`src/rtl/sao_deci_pkg.sv`:
```
`default_nettype none
// +--------------------------------------------------------------------------+
// | Package     : sao_deci_pkg                                               |
// | Description : Shared widths, limits and group indices for the SAO        |
// |               decision offset estimator.                                 |
// | Revision    : 1.0  initial release                                       |
// +--------------------------------------------------------------------------+
package sao_deci_pkg;

   localparam int OFF_LEN     = 4;
   localparam int DIST_LEN    = 21;
   localparam int SAO_OFF_MAX = 7;

   // Worst possible cost, reported for a merge group with no candidate.
   localparam logic signed [DIST_LEN-1:0] DIST_MAX = {1'b0, {(DIST_LEN-1){1'b1}}};

   typedef enum logic [2:0] {
      GRP_EO0   = 3'd0,
      GRP_EO1   = 3'd1,
      GRP_EO2   = 3'd2,
      GRP_EO3   = 3'd3,
      GRP_BO_LO = 3'd4,
      GRP_BO_HI = 3'd5,
      GRP_MRG_L = 3'd6,
      GRP_MRG_U = 3'd7
   } sao_grp_e;

   // Merge groups take their offsets from a neighbour instead of estimating.
   function automatic logic is_merge_grp(input logic [2:0] grp);
      return (grp >= GRP_MRG_L);
   endfunction

endpackage
`default_nettype wire

```
`src/rtl/sao_off_mag.sv`:
```
`default_nettype none
// +--------------------------------------------------------------------------+
// | Module      : sao_off_mag                                                |
// | Description : Combinational offset magnitude from (|sum|, num), clipped  |
// |               to SAO_OFF_MAX; zero when num is zero.                     |
// | Config      : SAO_OFFSET_ROUND_EN defined   -> largest k with            |
// |                                               2|sum| >= (2k-1)*num       |
// |               SAO_OFFSET_ROUND_EN undefined -> largest k with            |
// |                                               |sum| >= k*num             |
// | Ports       : i_num     category pixel count                             |
// |               i_abs_sum magnitude of the category difference sum         |
// |               o_mag     3-bit offset magnitude                           |
// | Revision    : 1.0  initial release                                       |
// +--------------------------------------------------------------------------+
module sao_off_mag
   import sao_deci_pkg::*;
#(
   parameter int NUM_W = 10,
   parameter int SUM_W = 14
)(
   input  logic [NUM_W-1:0] i_num,
   input  logic [SUM_W-1:0] i_abs_sum,
   output logic [2:0]       o_mag
);

   // Wide enough for 13*num and 2*|sum| without overflow.
   localparam int c_CMP_W = ((NUM_W > SUM_W) ? NUM_W : SUM_W) + 5;

   logic [c_CMP_W-1:0] w_lhs;
   logic [c_CMP_W-1:0] w_num;
   logic [c_CMP_W-1:0] w_thr;

   // Thresholds grow with k, so the last passing k is the largest one.
   always_comb begin
      w_num = c_CMP_W'(i_num);
`ifdef SAO_OFFSET_ROUND_EN
      w_lhs = c_CMP_W'(i_abs_sum) << 1;
`else
      w_lhs = c_CMP_W'(i_abs_sum);
`endif
      w_thr = '0;
      o_mag = 3'd0;
      for (int k = 1; k <= SAO_OFF_MAX; k++) begin
`ifdef SAO_OFFSET_ROUND_EN
         w_thr = w_num * c_CMP_W'(2 * k - 1);
`else
         w_thr = w_num * c_CMP_W'(k);
`endif
         if ((i_num != '0) && (w_lhs >= w_thr)) begin
            o_mag = 3'(k);
         end
      end
   end

endmodule
`default_nettype wire

```
`src/rtl/sao_deci_offset_est.sv`:
```
`default_nettype none
// +--------------------------------------------------------------------------+
// | Module      : sao_deci_offset_est                                        |
// | Description : Per-category SAO offset estimation and distortion delta    |
// |               (num*off^2 - 2*off*sum), accumulated over groups of four   |
// |               categories. 4-stage pipeline, one category per cycle.      |
// | Config      : SAO_OFFSET_ROUND_EN selects rounded (defined) or truncated |
// |               (undefined) offset magnitude.                              |
// | Ports       : clk, arst (async, active-high)                             |
// |               valid_in/cnt_dc/num_blk_CTU/sum_blk_CTU  category input    |
// |               merge_off_L/U, merge_avail_L/U  neighbour merge offsets    |
// |               off_valid/off_out/off_cat       per-category offset (t+2)  |
// |               grp_valid/grp_idx/grp_dist/grp_off  group result (t+4)     |
// |               done                            group-7 result pulse       |
// | Revision    : 1.0  initial release                                       |
// +--------------------------------------------------------------------------+
module sao_deci_offset_est
   import sao_deci_pkg::*;
#(
   parameter int NUM_PIX_CTU_LOG2 = 5,
   parameter int DIFF_CLIP_BIT    = 4,
   parameter int STATE_LEN        = 6,
   parameter int NUM_ACCU_LEN     = NUM_PIX_CTU_LOG2 * 2 - 1
)(
   input  logic                                    clk,
   input  logic                                    arst,
   input  logic                                    valid_in,
   input  logic [STATE_LEN-1:0]                    cnt_dc,
   input  logic [NUM_ACCU_LEN:0]                   num_blk_CTU,
   input  logic signed [NUM_ACCU_LEN+DIFF_CLIP_BIT:0] sum_blk_CTU,
   input  logic [4*OFF_LEN-1:0]                    merge_off_L,
   input  logic [4*OFF_LEN-1:0]                    merge_off_U,
   input  logic                                    merge_avail_L,
   input  logic                                    merge_avail_U,
   output logic                                    off_valid,
   output logic signed [OFF_LEN-1:0]               off_out,
   output logic [4:0]                              off_cat,
   output logic                                    grp_valid,
   output logic [2:0]                              grp_idx,
   output logic signed [DIST_LEN-1:0]              grp_dist,
   output logic [4*OFF_LEN-1:0]                    grp_off,
   output logic                                    done
);

   localparam int c_NUM_W = NUM_ACCU_LEN + 1;
   localparam int c_SUM_W = NUM_ACCU_LEN + DIFF_CLIP_BIT + 1;

   // ---------------- S1: capture ----------------
   logic                     w_take;
   logic [4*OFF_LEN-1:0]     w_moff_vec;
   logic [OFF_LEN-1:0]       w_moff;
   logic                     w_avail;

   logic                     r_s1_vld;
   logic [c_NUM_W-1:0]       r_s1_num;
   logic signed [c_SUM_W-1:0] r_s1_sum;
   logic [4:0]               r_s1_cat;
   logic [OFF_LEN-1:0]       r_s1_moff;
   logic                     r_s1_avail;

   assign w_take     = valid_in && (cnt_dc < STATE_LEN'(32));
   assign w_moff_vec = (cnt_dc[4:2] == GRP_MRG_U) ? merge_off_U : merge_off_L;

   always_comb begin
      w_moff = '0;
      case (cnt_dc[1:0])
         2'd0:    w_moff = w_moff_vec[0*OFF_LEN +: OFF_LEN];
         2'd1:    w_moff = w_moff_vec[1*OFF_LEN +: OFF_LEN];
         2'd2:    w_moff = w_moff_vec[2*OFF_LEN +: OFF_LEN];
         default: w_moff = w_moff_vec[3*OFF_LEN +: OFF_LEN];
      endcase
      // Non-merge groups always have a valid result.
      w_avail = 1'b1;
      if (cnt_dc[4:2] == GRP_MRG_L) w_avail = merge_avail_L;
      if (cnt_dc[4:2] == GRP_MRG_U) w_avail = merge_avail_U;
   end

   always_ff @(posedge clk or posedge arst) begin
      if (arst) begin
         r_s1_vld   <= 1'b0;
         r_s1_num   <= '0;
         r_s1_sum   <= '0;
         r_s1_cat   <= '0;
         r_s1_moff  <= '0;
         r_s1_avail <= 1'b0;
      end else begin
         r_s1_vld <= w_take;
         if (w_take) begin
            r_s1_num   <= num_blk_CTU;
            r_s1_sum   <= sum_blk_CTU;
            r_s1_cat   <= cnt_dc[4:0];
            r_s1_moff  <= w_moff;
            r_s1_avail <= w_avail;
         end
      end
   end

   // ---------------- S2: offset ----------------
   logic [c_SUM_W-1:0]        w_abs_sum;
   logic [2:0]                w_mag;
   logic signed [OFF_LEN-1:0] w_off;

   logic [c_NUM_W-1:0]        r_s2_num;
   logic signed [c_SUM_W-1:0] r_s2_sum;
   logic                      r_s2_avail;

   // Negating the most negative sum wraps to the correct unsigned magnitude.
   assign w_abs_sum = r_s1_sum[c_SUM_W-1] ? c_SUM_W'(-r_s1_sum) : c_SUM_W'(r_s1_sum);

   sao_off_mag #(
      .NUM_W (c_NUM_W),
      .SUM_W (c_SUM_W)
   ) u_off_mag (
      .i_num     (r_s1_num),
      .i_abs_sum (w_abs_sum),
      .o_mag     (w_mag)
   );

   always_comb begin
      w_off = '0;
      if (r_s1_num == '0) begin
         w_off = '0;
      end else if (is_merge_grp(r_s1_cat[4:2])) begin
         w_off = r_s1_moff;
      end else if (r_s1_sum[c_SUM_W-1]) begin
         w_off = OFF_LEN'(0) - OFF_LEN'(w_mag);
      end else begin
         w_off = OFF_LEN'(w_mag);
      end
   end

   always_ff @(posedge clk or posedge arst) begin
      if (arst) begin
         off_valid  <= 1'b0;
         off_out    <= '0;
         off_cat    <= '0;
         r_s2_num   <= '0;
         r_s2_sum   <= '0;
         r_s2_avail <= 1'b0;
      end else begin
         off_valid <= r_s1_vld;
         if (r_s1_vld) begin
            off_out    <= w_off;
            off_cat    <= r_s1_cat;
            r_s2_num   <= r_s1_num;
            r_s2_sum   <= r_s1_sum;
            r_s2_avail <= r_s1_avail;
         end
      end
   end

   // ---------------- S3: category distortion ----------------
   logic signed [DIST_LEN-1:0] w_num_x;
   logic signed [DIST_LEN-1:0] w_sum_x;
   logic signed [DIST_LEN-1:0] w_off_x;
   logic signed [DIST_LEN-1:0] w_cross;
   logic signed [DIST_LEN-1:0] w_dist;

   logic                       r_s3_vld;
   logic signed [DIST_LEN-1:0] r_s3_dist;
   logic [4:0]                 r_s3_cat;
   logic [OFF_LEN-1:0]         r_s3_off;
   logic                       r_s3_avail;

   assign w_num_x = $signed(DIST_LEN'(r_s2_num));
   assign w_sum_x = {{(DIST_LEN-c_SUM_W){r_s2_sum[c_SUM_W-1]}}, r_s2_sum};
   assign w_off_x = {{(DIST_LEN-OFF_LEN){off_out[OFF_LEN-1]}}, off_out};
   assign w_cross = w_off_x * w_sum_x;
   assign w_dist  = w_num_x * w_off_x * w_off_x - (w_cross + w_cross);

   always_ff @(posedge clk or posedge arst) begin
      if (arst) begin
         r_s3_vld   <= 1'b0;
         r_s3_dist  <= '0;
         r_s3_cat   <= '0;
         r_s3_off   <= '0;
         r_s3_avail <= 1'b0;
      end else begin
         r_s3_vld <= off_valid;
         if (off_valid) begin
            r_s3_dist  <= w_dist;
            r_s3_cat   <= off_cat;
            r_s3_off   <= off_out;
            r_s3_avail <= r_s2_avail;
         end
      end
   end

   // ---------------- S4: group accumulation ----------------
   // r_seen holds lanes 0..2; lane 3 only consumes the mask and clears it.
   logic [1:0]                 w_lane;
   logic [2:0]                 w_grp;
   logic                       w_grp_ok;

   logic signed [DIST_LEN-1:0] r_acc;
   logic [2:0]                 r_seen;
   logic [2:0]                 r_grp;
   logic [3*OFF_LEN-1:0]       r_goff;

   assign w_lane   = r_s3_cat[1:0];
   assign w_grp    = r_s3_cat[4:2];
   assign w_grp_ok = (r_grp == w_grp);

   always_ff @(posedge clk or posedge arst) begin
      if (arst) begin
         r_acc     <= '0;
         r_seen    <= '0;
         r_grp     <= '0;
         r_goff    <= '0;
         grp_valid <= 1'b0;
         grp_idx   <= '0;
         grp_dist  <= '0;
         grp_off   <= '0;
         done      <= 1'b0;
      end else begin
         grp_valid <= 1'b0;
         done      <= 1'b0;
         if (r_s3_vld) begin
            case (w_lane)
               2'd0: begin
                  r_acc                      <= r_s3_dist;
                  r_seen                     <= 3'b001;
                  r_grp                      <= w_grp;
                  r_goff[0*OFF_LEN +: OFF_LEN] <= r_s3_off;
               end
               2'd1: begin
                  if (w_grp_ok && r_seen[0]) begin
                     r_acc                      <= r_acc + r_s3_dist;
                     r_seen[1]                  <= 1'b1;
                     r_goff[1*OFF_LEN +: OFF_LEN] <= r_s3_off;
                  end else begin
                     r_seen <= '0;
                  end
               end
               2'd2: begin
                  if (w_grp_ok && (&r_seen[1:0])) begin
                     r_acc                      <= r_acc + r_s3_dist;
                     r_seen[2]                  <= 1'b1;
                     r_goff[2*OFF_LEN +: OFF_LEN] <= r_s3_off;
                  end else begin
                     r_seen <= '0;
                  end
               end
               default: begin
                  // Lane 3 closes the group whether or not it was complete.
                  r_seen <= '0;
                  r_acc  <= '0;
                  if (w_grp_ok && (&r_seen)) begin
                     grp_valid <= 1'b1;
                     grp_idx   <= w_grp;
                     done      <= (w_grp == GRP_MRG_U);
                     if (r_s3_avail) begin
                        grp_dist <= r_acc + r_s3_dist;
                        grp_off  <= {r_s3_off, r_goff};
                     end else begin
                        grp_dist <= DIST_MAX;
                        grp_off  <= '0;
                     end
                  end
               end
            endcase
         end
      end
   end

endmodule
`default_nettype wire

```
`config.mk`:
```
export PLATFORM = sky130hd
export DESIGN_NAME = sao_deci_offset_est
export DESIGN_NICKNAME = d
export VERILOG_FILES = /design/src/rtl/sao_deci_pkg.sv /design/src/rtl/sao_off_mag.sv /design/src/rtl/sao_deci_offset_est.sv
export SDC_FILE = /design/constraint.sdc
export NUM_CORES = 1
export LEC_CHECK = 0
export BUFFER_PORTS_ARGS = -buffer_cell sky130_fd_sc_hd__buf_2
export CORE_MARGIN = 2
export CORE_UTILIZATION = 65
export CTS_BUF_LIST = sky130_fd_sc_hd__clkbuf_2
export DETAILED_ROUTE_END_ITERATION = 8
export PLACE_DENSITY_LB_ADDON = 0.08
export SLEW_MARGIN = 20
export SYNTH_ARGS = -nofsm -noshare
export SYNTH_HDL_FRONTEND = slang
export SYNTH_HIERARCHICAL = 1
export SYNTH_SLANG_ARGS = --single-unit
```
`constraint.sdc`:
```
create_clock -name clk -period 15.35 [get_ports clk]
set_clock_uncertainty 0.1 [all_clocks]
set_input_delay 2.3025 -clock clk [delete_from_list [all_inputs] [get_ports clk]]
set_output_delay 2.3025 -clock clk [all_outputs]
set_load 0.05 [all_outputs]
```
==> results.md, run 1 <==
Outcome:
- The flow ran to the end, but the final reports show violations.
- The checks that failed: design-rule violations.

Logic synthesis:
- When the netlist entered floorplanning its net count stood at 2,179.
- Ranked by instance count, the synthesized netlist is headed by 237 x sky130_fd_sc_hd__ha_1, 182 x sky130_fd_sc_hd__dfrtp_1, 177 x sky130_fd_sc_hd__nand2_1.
- sky130_fd_sc_hd__dfrtp_1 takes more of the synthesized area than any other cell.
- For this run, the leading register cell type out of synthesis is sky130_fd_sc_hd__dfrtp_1.
- The post-synthesis instance area is 17,300 um^2.
- The top cell type by area accounts for 26.3% of the synthesized area.
- The number of distinct standard cells referenced by the synthesized netlist is 78.
- The flip-flop and latch count after synthesis is 182.
- Summing the sequential cell areas from Yosys gives 26.3% of the chip area.
- The most common cell in the synthesized netlist is sky130_fd_sc_hd__ha_1.
- The post-synthesis instance total is 1,768.
- In this run, synthesis inferred 0 flip-flops with an integrated enable.
- For this run, asynchronously set or reset flops after synthesis account for 100%.
- Sorting the synthesized cells by area gives the leading types as sky130_fd_sc_hd__dfrtp_1 26%, sky130_fd_sc_hd__ha_1 17%, sky130_fd_sc_hd__fa_1 12%, sky130_fd_sc_hd__mux2_2 6.1%, sky130_fd_sc_hd__nand2_1 3.8%.
- Dividing the synthesized area by the synthesized cell count gives 9.79 um^2.
- For this run, the number of Yosys warnings is 6.

Worst setup path:
- The worst setup path is of the register to register kind.
- The worst setup path is captured at a register.
- The worst setup path is launched from a register.
- The data arrival time at the worst-slack endpoint is 9.51 ns.
- At the worst endpoint, the required time is 16.00 ns.
- The maximum net fanout on the critical path is 20.

CTS:
- The TritonCTS clock tree is built.
- After clock tree synthesis, the clock-pin slew on the worst setup and hold paths is 0.41 ns.
- The clock sink count is 182.
- The clock network latency to the later pin of the worst-skew pair is 0.85 ns.
- In this run the deepest clock path goes through 2 buffers.
- The number of clock buffers added by TritonCTS is 17.
- In this run the post-CTS setup repair buffer count came out at 0.
- The number of H-tree levels is 4.
- For this design, the CTS-stage hold fixing added 0 buffers.
- The post-cts resize count is 0.
- The tree is rooted in a sky130_fd_sc_hd__clkbuf_2.

Final layout:
- In the final layout, the multi-input gates occupy 12,000 um^2.
- The signed area change from the synthesized netlist to the final layout is 7.10%.
- The sequential cell area is 4550 um^2.
- The net count of the finished layout is 2,270.
- The proportion of layout cells with a drive suffix above 1 is 15.3%.
- The filler cell count in the final layout is 2,092.

Drt:
- The count of unresolved DRC violations after routing is 1.
- The routed layout has 13,400 vias.
- The number of detailed-route iterations in the first pass is 8.
- The number of routed nets with antenna violations is 0.
- In the final routed layout, each cell accounts on average for 18.0 um.
- For this block, the routed nets add up to 39,700 um of wire.
- The initial detailed-routing violation count is 821.
- In the routed layout, each cell is associated on average with a via count of 6.09.

Timing:
- The hold violation total from the final report is 0.
- Measured against its own limit, the worst slew margin works out to 29.3%.
- For the pin with the worst max-slew slack, the measured transition is 1.03 ns.
- Of the available clock period, the critical path in the final layout requires 57.7%.
- The final max-slew violation count is 0.
- Based on the critical path, the design can be clocked at up to 113 MHz.
- Setup repair after global routing left no endpoint under its margin.
- The final setup violation count is 0.
- The clock period minus worst slack is 8.86 ns.
- The sum of negative setup slack is 0 ns.

Floorplanning:
- The count of pins on the block boundary is 119.
- For this configuration, the core starts out at a cell density of 66.2%.
- From bottom edge to top edge, the die measures 167 um.
- The total die area is 27,900 um^2.
- After floorplanning, the core was sized to cover 26,100 um^2.
- The row count is 59.
- The die is 167 um wide.

GRT:
- The initial antenna violation count is 2.
- The first global-routing pass estimated 69,100 um of wire.
- The maximum number of pins on one net before global-route repair is 84.
- The via count of the first global-routing pass came to 14,000.
- The total overflow left after global routing is 0.
- Across every metal layer, demand over resource in global routing totals 30.1%.

Placed design:
- The number of I/O port buffers is 118.
- Summed over all nets, the half-perimeter wirelength after detailed placement is 30,700 um.
- The final weighted congestion of routability-driven global placement is 0.931.

Hold path:
- The class of the worst hold path is register to register.

Run:
- The tool flagged a number of max-cap violations equal to 0.
-- cell families (layout without fill, tap and decap cells) --
family | count (synthesis) | count (layout) | synth area share, %
compound gates | 341 | 341 | 13.1
mux | 108 | 108 | 7.50
xor+xnor | 96 | 96 | 4.90
fa+ha+maj | 345 | 345 | 29.6
other cells | 0 | 1 | 0
flops | 182 | 182 | 26.3
buf+inv | 188 | 292 | 4.16
simple gates | 508 | 508 | 14.4
-- worst paths after layout --
check / startpoint / endpoint / slack, ns / cells after the start
setup / recovery: off_out[3]$_DFFE_PP0P_ / r_s3_dist[17]$_DFFE_PP0P_ / 6.49 / 26
hold / removal: r_goff[11]$_DFFE_PP0P_ / grp_off[11]$_DFFE_PP0P_ / 0.37 / 2
setup reg to reg: off_out[3]$_DFFE_PP0P_ / r_s3_dist[17]$_DFFE_PP0P_ / 6.49 / 26
hold reg to reg: r_goff[11]$_DFFE_PP0P_ / grp_off[11]$_DFFE_PP0P_ / 0.37 / 2
max in group asynchronous: arst / r_s1_num[6]$_DFFE_PP0P_ / 12.01 / 4
min in group asynchronous: arst / grp_off[6]$_DFFE_PP0P_ / 1.26 / 2
-- final cells by class --
type,count,share of cell area (%)
antenna,1,0.0135
tap,335,2.26
inverter,129,2.64
multi-input combinational,1398,65.0
timing repair buffer,131,3.84
clock buffer,17,0.459
sequential,182,24.6
clock inverter,15,1.22
-- routing by layer --
metal / track usage (%) / up-vias / part of all wire (%)
met3: 4.02 / 73 / 4.5
met4: 7.67 / 2 / 1.9
met2: 50.7 / 360 / 47
met5: 0 / - / 0.028
met1: 41.6 / 6622 / 46
li1: - / 6383 / -
-- cell usage in the layout (no fill, tap or decap), types with 15 or more instances in the layout --
| master | n |
|---|---|
| sky130_fd_sc_hd__nand2_1 | 177 |
| sky130_fd_sc_hd__nor2b_1 | 19 |
| sky130_fd_sc_hd__o31ai_1 | 18 |
| sky130_fd_sc_hd__o21ai_0 | 61 |
| sky130_fd_sc_hd__a21o_1 | 31 |
| sky130_fd_sc_hd__clkbuf_2 | 17 |
| sky130_fd_sc_hd__a21oi_1 | 87 |
| sky130_fd_sc_hd__nand2b_1 | 26 |
| sky130_fd_sc_hd__and2_1 | 83 |
| sky130_fd_sc_hd__xnor2_1 | 69 |
| sky130_fd_sc_hd__nor3_1 | 15 |
| sky130_fd_sc_hd__nand4_1 | 20 |
| sky130_fd_sc_hd__nor2_1 | 85 |
| sky130_fd_sc_hd__fa_1 | 107 |
| sky130_fd_sc_hd__dfrtp_1 | 182 |
| sky130_fd_sc_hd__ha_1 | 237 |
| sky130_fd_sc_hd__mux2_2 | 93 |
| sky130_fd_sc_hd__xor2_1 | 26 |
| sky130_fd_sc_hd__nand3_1 | 41 |
| sky130_fd_sc_hd__buf_2 | 118 |
| sky130_fd_sc_hd__inv_1 | 126 |
-- through the flow --
step	instance area (um^2)	setup WS (ns)	hold WS [ns]	instances	util, %
floorplan	17300	7.44	0.252	1768	-
global placement	18200	6.84	0.346	2174	69.6
detailed placement	18200	6.56	0.350	2174	69.6
CTS	18500	6.50	0.364	2206	70.8
global route	18500	5.79	0.367	2208	70.9
finish	18500	6.49	0.371	2208	70.9
-- registers in the layout, summed over array words and instances (netlist names), 3 cells and up --
name and cells:
r_s3_off 4, r_s2_sum 14, off_cat 5, r_s3_dist 20, r_s2_num 10, r_s1_sum 14, r_grp 3, r_goff 12
r_acc 21, r_s3_cat 5, r_s1_cat 5, grp_idx 3, r_s1_num 10, r_s1_moff 4, off_out 4, grp_dist 21
r_seen 3, grp_off 16
-- critical path: stages, from the launching register on --
cell	delay [ns]
sky130_fd_sc_hd__dfrtp_1	0.90
sky130_fd_sc_hd__clkinv_1	0.52
sky130_fd_sc_hd__buf_4	0.37
sky130_fd_sc_hd__nor2_1	0.19
sky130_fd_sc_hd__fa_1	0.45
sky130_fd_sc_hd__fa_1	0.49
sky130_fd_sc_hd__ha_1	0.32
sky130_fd_sc_hd__ha_1	0.30
sky130_fd_sc_hd__a21o_1	0.15
sky130_fd_sc_hd__a21oi_1	0.27
sky130_fd_sc_hd__o21ai_1	0.12
sky130_fd_sc_hd__a221oi_2	0.41
sky130_fd_sc_hd__o21ai_1	0.14
sky130_fd_sc_hd__xor2_1	0.39
sky130_fd_sc_hd__and2_1	0.27
sky130_fd_sc_hd__fa_1	0.43
sky130_fd_sc_hd__fa_1	0.47
sky130_fd_sc_hd__fa_1	0.49
sky130_fd_sc_hd__ha_1	0.31
sky130_fd_sc_hd__ha_1	0.42
sky130_fd_sc_hd__nand2_1	0.11
sky130_fd_sc_hd__o21ai_1	0.12
sky130_fd_sc_hd__o41ai_1	0.37
sky130_fd_sc_hd__inv_1	0.07
sky130_fd_sc_hd__a41oi_1	0.22
sky130_fd_sc_hd__xnor2_1	0.10
sky130_fd_sc_hd__mux2_2	0.27
Power of run 1 is not shown: default switching activity piles up to over one toggle a cycle in this logic, so the estimate is an artifact.
==> run 2: changes to the inputs <==
--- a/config.mk
+++ b/config.mk
@@ -5,9 +5,10 @@
 export SDC_FILE = /design/constraint.sdc
 export NUM_CORES = 1
 export LEC_CHECK = 0
+export ABC_AREA = 1
 export BUFFER_PORTS_ARGS = -buffer_cell sky130_fd_sc_hd__buf_2
 export CORE_MARGIN = 2
-export CORE_UTILIZATION = 65
+export CORE_UTILIZATION = 58
 export CTS_BUF_LIST = sky130_fd_sc_hd__clkbuf_2
 export DETAILED_ROUTE_END_ITERATION = 8
 export PLACE_DENSITY_LB_ADDON = 0.08
==> constraint.sdc (replaced) <==
create_clock -name clk -period 7.15 [get_ports clk]
set_clock_uncertainty 0.1 [all_clocks]
set_input_delay 1.0725 -clock clk [delete_from_list [all_inputs] [get_ports clk]]
set_output_delay 1.0725 -clock clk [all_outputs]
set_load 0.05 [all_outputs]
==> run 2 against run 1 <==
Effect of this change:
- the run now ends clean
- cell count increased by 32%
- die area increased by 17%
- via count increased by 18%
- routed wire length increased by 21%
- maximum frequency increased by 30%
- cell area increased by 6.0%
- clock-buffer cell count unchanged
- non-clock buffer count increased by 12
- highest routed layer is now met4
==> results.md, run 2 <==
CTS:
- For this design, the sink count on the clock tree is 182.
- Clock tree synthesis inserted a total of 17 buffers.
- The H-tree was split into 4 levels.
- The TritonCTS clock tree is built.
- The clock network latency to the later pin of the worst-skew pair is 0.88 ns.
- The clock-pin slew on the worst setup and hold paths is 0.32 ns.
- The number of buffers on the longest clock path is 2.
- The tree is rooted in a sky130_fd_sc_hd__clkbuf_2.

Timing:
- The final max-slew violation count is 0.
- The hold violation total from the final report is 0.
- Derived from the worst setup path, the maximum achievable clock frequency is 146 MHz.
- Subtracting the final worst setup slack from the clock period gives 6.83 ns.
- Setup repair after global routing could not meet its margin everywhere.
- In the post-route analysis, the smallest setup slack over all paths is 0.319 ns.
- Setup violations remaining at the end of the flow were counted as 0.
- The worst path uses 95.5% of the clock period.
- The worst relative slew slack is 28.0%.
- The worst hold margin is 0.152 ns.
- For the pin with the worst max-slew slack, the measured transition is 1.08 ns.

Worst setup path:
- STA puts the critical path data required time at 7.80 ns.
- The nature of the critical path endpoint is a register.
- By startpoint and endpoint, the worst setup path is classified as register to register.
- The maximum net fanout on the critical path is 4.
- The data arrival time at the worst-slack endpoint is 7.48 ns.
- The worst-case reg-to-reg path depth is 26.
- The worst setup path is launched from a register.

Logic synthesis:
- After synthesis, the mean cell area works out to 7.57 um^2.
- The number of warnings reported in the yosys synthesis log is 6.
- Among all flip-flop cells after synthesis, the most frequent one is sky130_fd_sc_hd__dfrtp_1.
- The number of enable flip-flop cells after synthesis is 0.
- The number of distinct standard cells referenced by the synthesized netlist is 51.
- The sequential-to-total area share from yosys stat is 25.1%.
- Of the post-synthesis cell area, the dominant cell type holds 25.1%.
- The fraction of synthesis flops using an asynchronous set or reset pin is 100%.
- Summed over all instances, the cell type with the most area after synthesis is sky130_fd_sc_hd__dfrtp_1.
- Among all cell types in the netlist, the one instantiated most often is sky130_fd_sc_hd__nand2_1.
- Yosys attributes the largest share of cell area to sky130_fd_sc_hd__dfrtp_1 25%, sky130_fd_sc_hd__ha_1 16%, sky130_fd_sc_hd__nand2_1 14%, sky130_fd_sc_hd__fa_1 12%, sky130_fd_sc_hd__inv_1 7.4%.
- The post-synthesis instance total is 2,401.
- The cell area that synthesis handed to floorplanning was 18,200 um^2.
- The post-synth net total is 2,812.
- Ranked by instance count, the synthesized netlist is headed by 689 x sky130_fd_sc_hd__nand2_1, 360 x sky130_fd_sc_hd__inv_1, 237 x sky130_fd_sc_hd__ha_1.
- The flip-flop and latch count after synthesis is 182.

Final layout:
- The largest registers in the layout are grp_dist: 21 flops, r_acc: 21 flops, r_s3_dist: 20 flops.
- The signed area change from the synthesized netlist to the final layout is 8.11%.
- The final non-filler cell total is 2,920.
- The library cell used most frequently in the layout, excluding fill and tap cells, is sky130_fd_sc_hd__nand2_1.
- In the layout the commonest cells are 688 x sky130_fd_sc_hd__nand2_1, 359 x sky130_fd_sc_hd__inv_1, 233 x sky130_fd_sc_hd__ha_1, 178 x sky130_fd_sc_hd__dfrtp_1, 162 x sky130_fd_sc_hd__nor2_1.
- Of the cells placed in the final design, the portion with a size suffix greater than 1 is 9.71%.
- In the final design database the tool counted 2,921 nets.
- Once layout is done, the placed cells without fillers occupy 19,600 um^2.

Drt:
- The detailed router finished its first iteration with 1,116 violations.
- The routed layout has 15,900 vias.
- Once detail routing completed, the nets flagged for antenna violations numbered 0.
- In the final routed layout, each cell accounts on average for 16.4 um.
- After detailed routing, the number of vias per cell comes to 5.43.
- The count of unresolved DRC violations after routing is 0.
- The number of detailed-route iterations in the first pass is 5.
- The aggregate routed wire length is 47,900 um.

GRT:
- The maximum number of pins on one net before global-route repair is 116.
- The first global-routing pass estimated 78,300 um of wire.
- The overflow left after global routing is 0.
- The via count of the first global-routing pass is 15,500.
- The aggregate global-route resource usage is 29.9%.
- The initial antenna violation count is 1.

Run:
- The tool flagged a number of max-cap violations equal to 0.

Placed design:
- The number of I/O port buffers is 118.
- The final weighted congestion of routability-driven global placement is 0.969.
- The instance area after placement is 19,200 um^2.
- Once detailed placement completed, the half-perimeter wirelength came to 38,600 um.
- At the placement stage, the worst setup path has a slack of 0.0928 ns.
- The number of instances in the placed design is 2,880.

Floorplanning:
- Pin placement for this block handled 119 I/O pins.
- The core footprint is 30,700 um^2.
- Measured along the x axis, the die boundary spans 181 um.
- The row count is 64.
- The total die area is 32,800 um^2.
- The height of the chip is 181 um.
- For this configuration, the core starts out at a cell density of 59.1%.

Outcome:
- The run finished with clean final reports.

Hold path:
- The class of the worst hold path is primary input to asynchronous set/reset pin.
==> run 2: cell types whose count changed after synthesis, sizes merged, moves of 79 or more <==
cell / change
and2: -81
nor2: +91
mux2: -93
o21ai: +79
inv: +239
nand2: +519
==> run 2: logic make-up after synthesis <==
family          share of synthesized area, %
compound gates                          10.8
xor+xnor                                3.66
fa+ha+maj                               28.1
buf+inv                                 8.98
flops                                   25.1
simple gates                            23.3
==> run 2: stage by stage <==
step           setup TNS, ns  utilization (%)
2_1_floorplan              0                -
3_3_place_gp               0             62.3
3_5_place_dp               0             62.3
4_1_cts                    0             63.2
5_1_grt               -0.115             63.9
6_report                   0             63.9
==> run 2: routing by layer <==
| layer | wire length, um | track usage, % | vias to the layer above | share of wire [%] |
|---|---|---|---|---|
| met1 | 21500 | 39.1 | 7529 | 45 |
| met5 | 0 | 0 | - | 0 |
| met2 | 23500 | 52.4 | 362 | 49 |
| met3 | 1680 | 3.49 | 75 | 3.5 |
| li1 | - | - | 7891 | - |
| met4 | 1240 | 8.62 | 0 | 2.6 |
==> run 2: critical path: stages (launching register included) <==
cell	delay, ns
sky130_fd_sc_hd__dfrtp_1	0.46
sky130_fd_sc_hd__inv_1	0.10
sky130_fd_sc_hd__nand2_1	0.08
sky130_fd_sc_hd__fa_1	0.51
sky130_fd_sc_hd__fa_1	0.58
sky130_fd_sc_hd__fa_1	0.42
sky130_fd_sc_hd__inv_1	0.07
sky130_fd_sc_hd__ha_1	0.17
sky130_fd_sc_hd__inv_1	0.06
sky130_fd_sc_hd__fa_2	0.38
sky130_fd_sc_hd__inv_1	0.07
sky130_fd_sc_hd__nand4_1	0.12
sky130_fd_sc_hd__nand3_2	0.13
sky130_fd_sc_hd__nand3_2	0.12
sky130_fd_sc_hd__o211ai_1	0.25
sky130_fd_sc_hd__nand2_1	0.13
sky130_fd_sc_hd__nor2_1	0.14
sky130_fd_sc_hd__fa_1	0.47
sky130_fd_sc_hd__fa_1	0.48
sky130_fd_sc_hd__fa_1	0.49
sky130_fd_sc_hd__ha_1	0.35
sky130_fd_sc_hd__ha_4	0.27
sky130_fd_sc_hd__a21oi_1	0.19
sky130_fd_sc_hd__o21a_1	0.15
sky130_fd_sc_hd__nand3_1	0.13
sky130_fd_sc_hd__xnor2_1	0.23
sky130_fd_sc_hd__o21ai_0	0.10
==> run 2: area by class of cell <==
class                   instances  area [um^2]
diodes                          1         2.50
clock buffers                  17         85.1
clock inverters                15          195
fillers                      2805        11100
inverters                     370         1400
multi-input cells            1796        12100
flip-flops and latches        182         4560
well taps                     396          495
repair buffers                143          782
==> run 2: worst paths after layout <==
check	start	endpoint	slack (ns)
max	r_s2_num[0]$_DFFE_PP0P_	r_s3_dist[14]$_DFFE_PP0P_	0.32
min	arst	r_goff[2]$_DFFE_PP0P_	0.15
max reg2reg	r_s2_num[0]$_DFFE_PP0P_	r_s3_dist[14]$_DFFE_PP0P_	0.32
min reg2reg	r_s1_cat[2]$_DFFE_PP0P_	off_cat[2]$_DFFE_PP0P_	0.37
max in group asynchronous	arst	off_out[3]$_DFFE_PP0P_	5.31
min in group clk	merge_avail_U	r_s1_avail$_DFFE_PP0P_	0.30
==> run 2: repair_timing <==
item                       CTS  global route
buffers inserted             0             7
hold buffers                 0             0
resized for setup            0            33
setup endpoints to repair    0            11
Power of run 2 is left out for the same reason.
==> run 3: changes to the inputs <==
--- a/config.mk
+++ b/config.mk
@@ -7,10 +7,12 @@
 export LEC_CHECK = 0
 export ABC_AREA = 1
 export BUFFER_PORTS_ARGS = -buffer_cell sky130_fd_sc_hd__buf_2
+export CORE_ASPECT_RATIO = 0.6
 export CORE_MARGIN = 2
 export CORE_UTILIZATION = 58
 export CTS_BUF_LIST = sky130_fd_sc_hd__clkbuf_2
 export DETAILED_ROUTE_END_ITERATION = 8
+export MAX_ROUTING_LAYER = met4
 export PLACE_DENSITY_LB_ADDON = 0.08
 export SLEW_MARGIN = 20
 export SYNTH_ARGS = -nofsm -noshare
==> run 3 against run 2 <==
Effect of this change:
- global-route usage increased by 3.8 points
- worst hold slack improved by 0.0017 ns
- maximum frequency increased by 0.24%
- register-to-register slack improved by 0.02 ns
- worst setup slack improved by 0.016 ns
- utilization decreased by 0.42 points
- critical path depth increased by 1
- clock-buffer cell count unchanged
- routed wire length increased by 7.7%
- via count increased by 3.0%
- critical path type unchanged
- largest cell class unchanged
==> results.md, run 3 (synthesized netlist as in run 2, its figures left out) <==
Floorplanning:
- The height of the chip is 141 um.
- For this configuration, the core starts out at a cell density of 58.5%.
- The die covers 32,800 um^2.
- The chip width is 232 um.
- 119 I/O pins were placed.
- The row count is 50.
- The core region is 31,000 um^2.

Final layout:
- The area growth from synthesis to layout is 8.38%.
- The final non-filler cell total is 2,943.
- At the end of the flow, the number of nets in the layout was 2,924.
- The area of combinational cells with multiple inputs is 12,100 um^2.
- The largest registers in the layout are grp_dist: 21 flops, r_acc: 21 flops, r_s3_dist: 20 flops.
- The filler cell count in the final layout is 2,808.
- Once layout is complete, the utilization of the core stands at 63.5%.
- The library cell used most frequently in the layout, excluding fill and tap cells, is sky130_fd_sc_hd__nand2_1.
- In the layout the commonest cells are 687 x sky130_fd_sc_hd__nand2_1, 359 x sky130_fd_sc_hd__inv_1, 232 x sky130_fd_sc_hd__ha_1, 181 x sky130_fd_sc_hd__dfrtp_1, 163 x sky130_fd_sc_hd__nor2_1.
- The sequential cell area is 4560 um^2.
- The post-route netlist has 9.74% of its cells at a drive strength greater than 1.

Worst setup path:
- The nature of the critical path endpoint is a register.
- The worst-case reg-to-reg path depth is 27.
- The minimum setup slack among reg-to-reg paths is 0.34 ns.
- Along the worst path, the maximum fanout reaches 11.
- Data on the critical path arrives at its endpoint at 7.55 ns.
- The critical setup path kind is register to register.
- The capture point of the worst reg-to-reg path is r_s3_dist[16]$_DFFE_PP0P_.
- For the worst setup path, the data required time is 7.88 ns.
- The worst setup path is launched from a register.
- The reg-to-reg critical path startpoint is off_out[1]$_DFFE_PP0P_.

Drt:
- The detailed router placed 16,300 vias in this run.
- The aggregate routed wire length is 51,600 um.
- In the routed design, unresolved DRC markers number 0.
- Dividing the detail-routed wire length by the instance count gives 17.5 um.
- The detail route stage leaves a number of antenna-violating nets equal to 0.
- The post-detailed-route via-to-cell ratio is 5.55.
- For this run, the detailed router's first-pass iteration total came to 6.
- The initial detailed-routing violation count is 1,640.

CTS:
- The clock network latency to the later pin of the worst-skew pair is 0.88 ns.
- The TritonCTS clock tree is built.
- The tree built by TritonCTS fans out to 182 sinks.
- The cts-stage hold buffer count is 0.
- The clock passes through at most 2 buffers.
- The clock-pin slew on the worst setup and hold paths is 0.36 ns.
- The clock root buffer is sky130_fd_sc_hd__clkbuf_2.
- The number of clock buffers added by TritonCTS is 17.
- The number of H-tree levels is 4.

Timing:
- In this run the tightest slew margin relative to its limit is 29.1%.
- The hold violation total from the final report came to 0.
- Based on the critical path, the design can be clocked at up to 147 MHz.
- Setup violations remaining at the end of the flow were counted as 0.
- The sum of negative setup slack is 0 ns.
- The fraction of the cycle the final worst path needs is 95.3%.
- After layout, the worst setup slack is 0.335 ns.
- The transition time at the pin with the least slew margin is 1.06 ns.
- The final max-slew violation count came to 0.
- Subtracting the final worst setup slack from the clock period gives 6.81 ns.

GRT:
- The maximum number of pins on one net before global-route repair is 100.
- The initial antenna violation count is 2.
- For this run, the total global-route usage over all layers was measured as 33.7%.
- The via count of the first global-routing pass is 15,400.
- The overflow left after global routing is 0.
- The first global-routing pass estimated 83,300 um of wire.

Placed design:
- The setup slack after placement is 0.119 ns.
- The final weighted congestion of routability-driven global placement is 1.02.
- The detailed-placement wirelength estimate is 41,500 um.
- Buffers placed on the I/O ports in this run total 118.
- The number of instances in the placed design is 2,906.

Hold path:
- The worst hold path belongs to the class primary input to asynchronous set/reset pin.

Run:
- Across the run, the number of max-cap violations was 0.

Outcome:
- The run finished with clean final reports.
[run 3: worst max-delay path, cell delays in order (launching register included)]
cell and delay [ns]:
sky130_fd_sc_hd__dfrtp_1 0.42, sky130_fd_sc_hd__buf_4 0.19, sky130_fd_sc_hd__nand2_1 0.09, sky130_fd_sc_hd__fa_1 0.50, sky130_fd_sc_hd__fa_1 0.55, sky130_fd_sc_hd__fa_1 0.41, sky130_fd_sc_hd__inv_1 0.08, sky130_fd_sc_hd__ha_1 0.17
sky130_fd_sc_hd__inv_1 0.06, sky130_fd_sc_hd__fa_2 0.37, sky130_fd_sc_hd__inv_1 0.08, sky130_fd_sc_hd__nand4_1 0.13, sky130_fd_sc_hd__nand3_2 0.12, sky130_fd_sc_hd__nand3_1 0.12, sky130_fd_sc_hd__o211ai_1 0.27, sky130_fd_sc_hd__nand2_2 0.13
sky130_fd_sc_hd__nor2_1 0.14, sky130_fd_sc_hd__fa_1 0.45, sky130_fd_sc_hd__fa_1 0.47, sky130_fd_sc_hd__fa_1 0.49, sky130_fd_sc_hd__ha_1 0.31, sky130_fd_sc_hd__ha_2 0.38, sky130_fd_sc_hd__nand2_1 0.14, sky130_fd_sc_hd__nor2_2 0.16
sky130_fd_sc_hd__nand3_1 0.19, sky130_fd_sc_hd__nand2_1 0.11, sky130_fd_sc_hd__nand2_1 0.06, sky130_fd_sc_hd__a31oi_1 0.14
[run 3: cell type report]
class / instances / share of cell area (%)
Sequential cell: 182 / 23.1
Inverter: 370 / 7.11
Multi-Input combinational cell: 1796 / 61.5
Clock inverter: 15 / 1.08
Antenna cell: 1 / 0.0127
Timing Repair Buffer: 146 / 4.10
Tap cell: 416 / 2.64
Clock buffer: 17 / 0.432
[run 3: worst max-delay path by stage]
stage | startpoint | end | cells past startpoint
6_report | off_out[1]$_DFFE_PP0P_ | r_s3_dist[16]$_DFFE_PP0P_ | 27
5_1_grt | off_out[3]$_DFFE_PP0P_ | r_s3_dist[17]$_DFFE_PP0P_ | 24
3_3_place_gp | off_out[2]$_DFFE_PP0P_ | r_s3_dist[13]$_DFFE_PP0P_ | 27
3_5_place_dp | off_out[2]$_DFFE_PP0P_ | r_s3_dist[14]$_DFFE_PP0P_ | 26
4_1_cts | off_out[2]$_DFFE_PP0P_ | r_s3_dist[16]$_DFFE_PP0P_ | 26
2_1_floorplan | off_out[3]$_DFFE_PP0P_ | r_s3_dist[17]$_DFFE_PP0P_ | 25
[run 3: repair_timing]
action	4_1_cts	5_1_grt
buffers inserted	0	4
endpoints found under the setup margin	0	11
resized for setup	0	34
endpoints found under the hold margin	0	0
[run 3: routing by layer]
metal	track usage, %	part of all wire, %
met5	-	0
met4	4.43	0.60
met3	10.6	11
met2	40.8	36
met1	54.2	52
[run 3: stage by stage]
| step | area, um^2 | hold slack, ns |
|---|---|---|
| floorplan | 18200 | 0.279 |
| global placement | 19200 | 0.360 |
| detailed placement | 19200 | 0.361 |
| CTS | 19500 | 0.105 |
| global route | 19700 | 0.146 |
| finish | 19700 | 0.154 |
Power of run 3 is left out for the same reason.
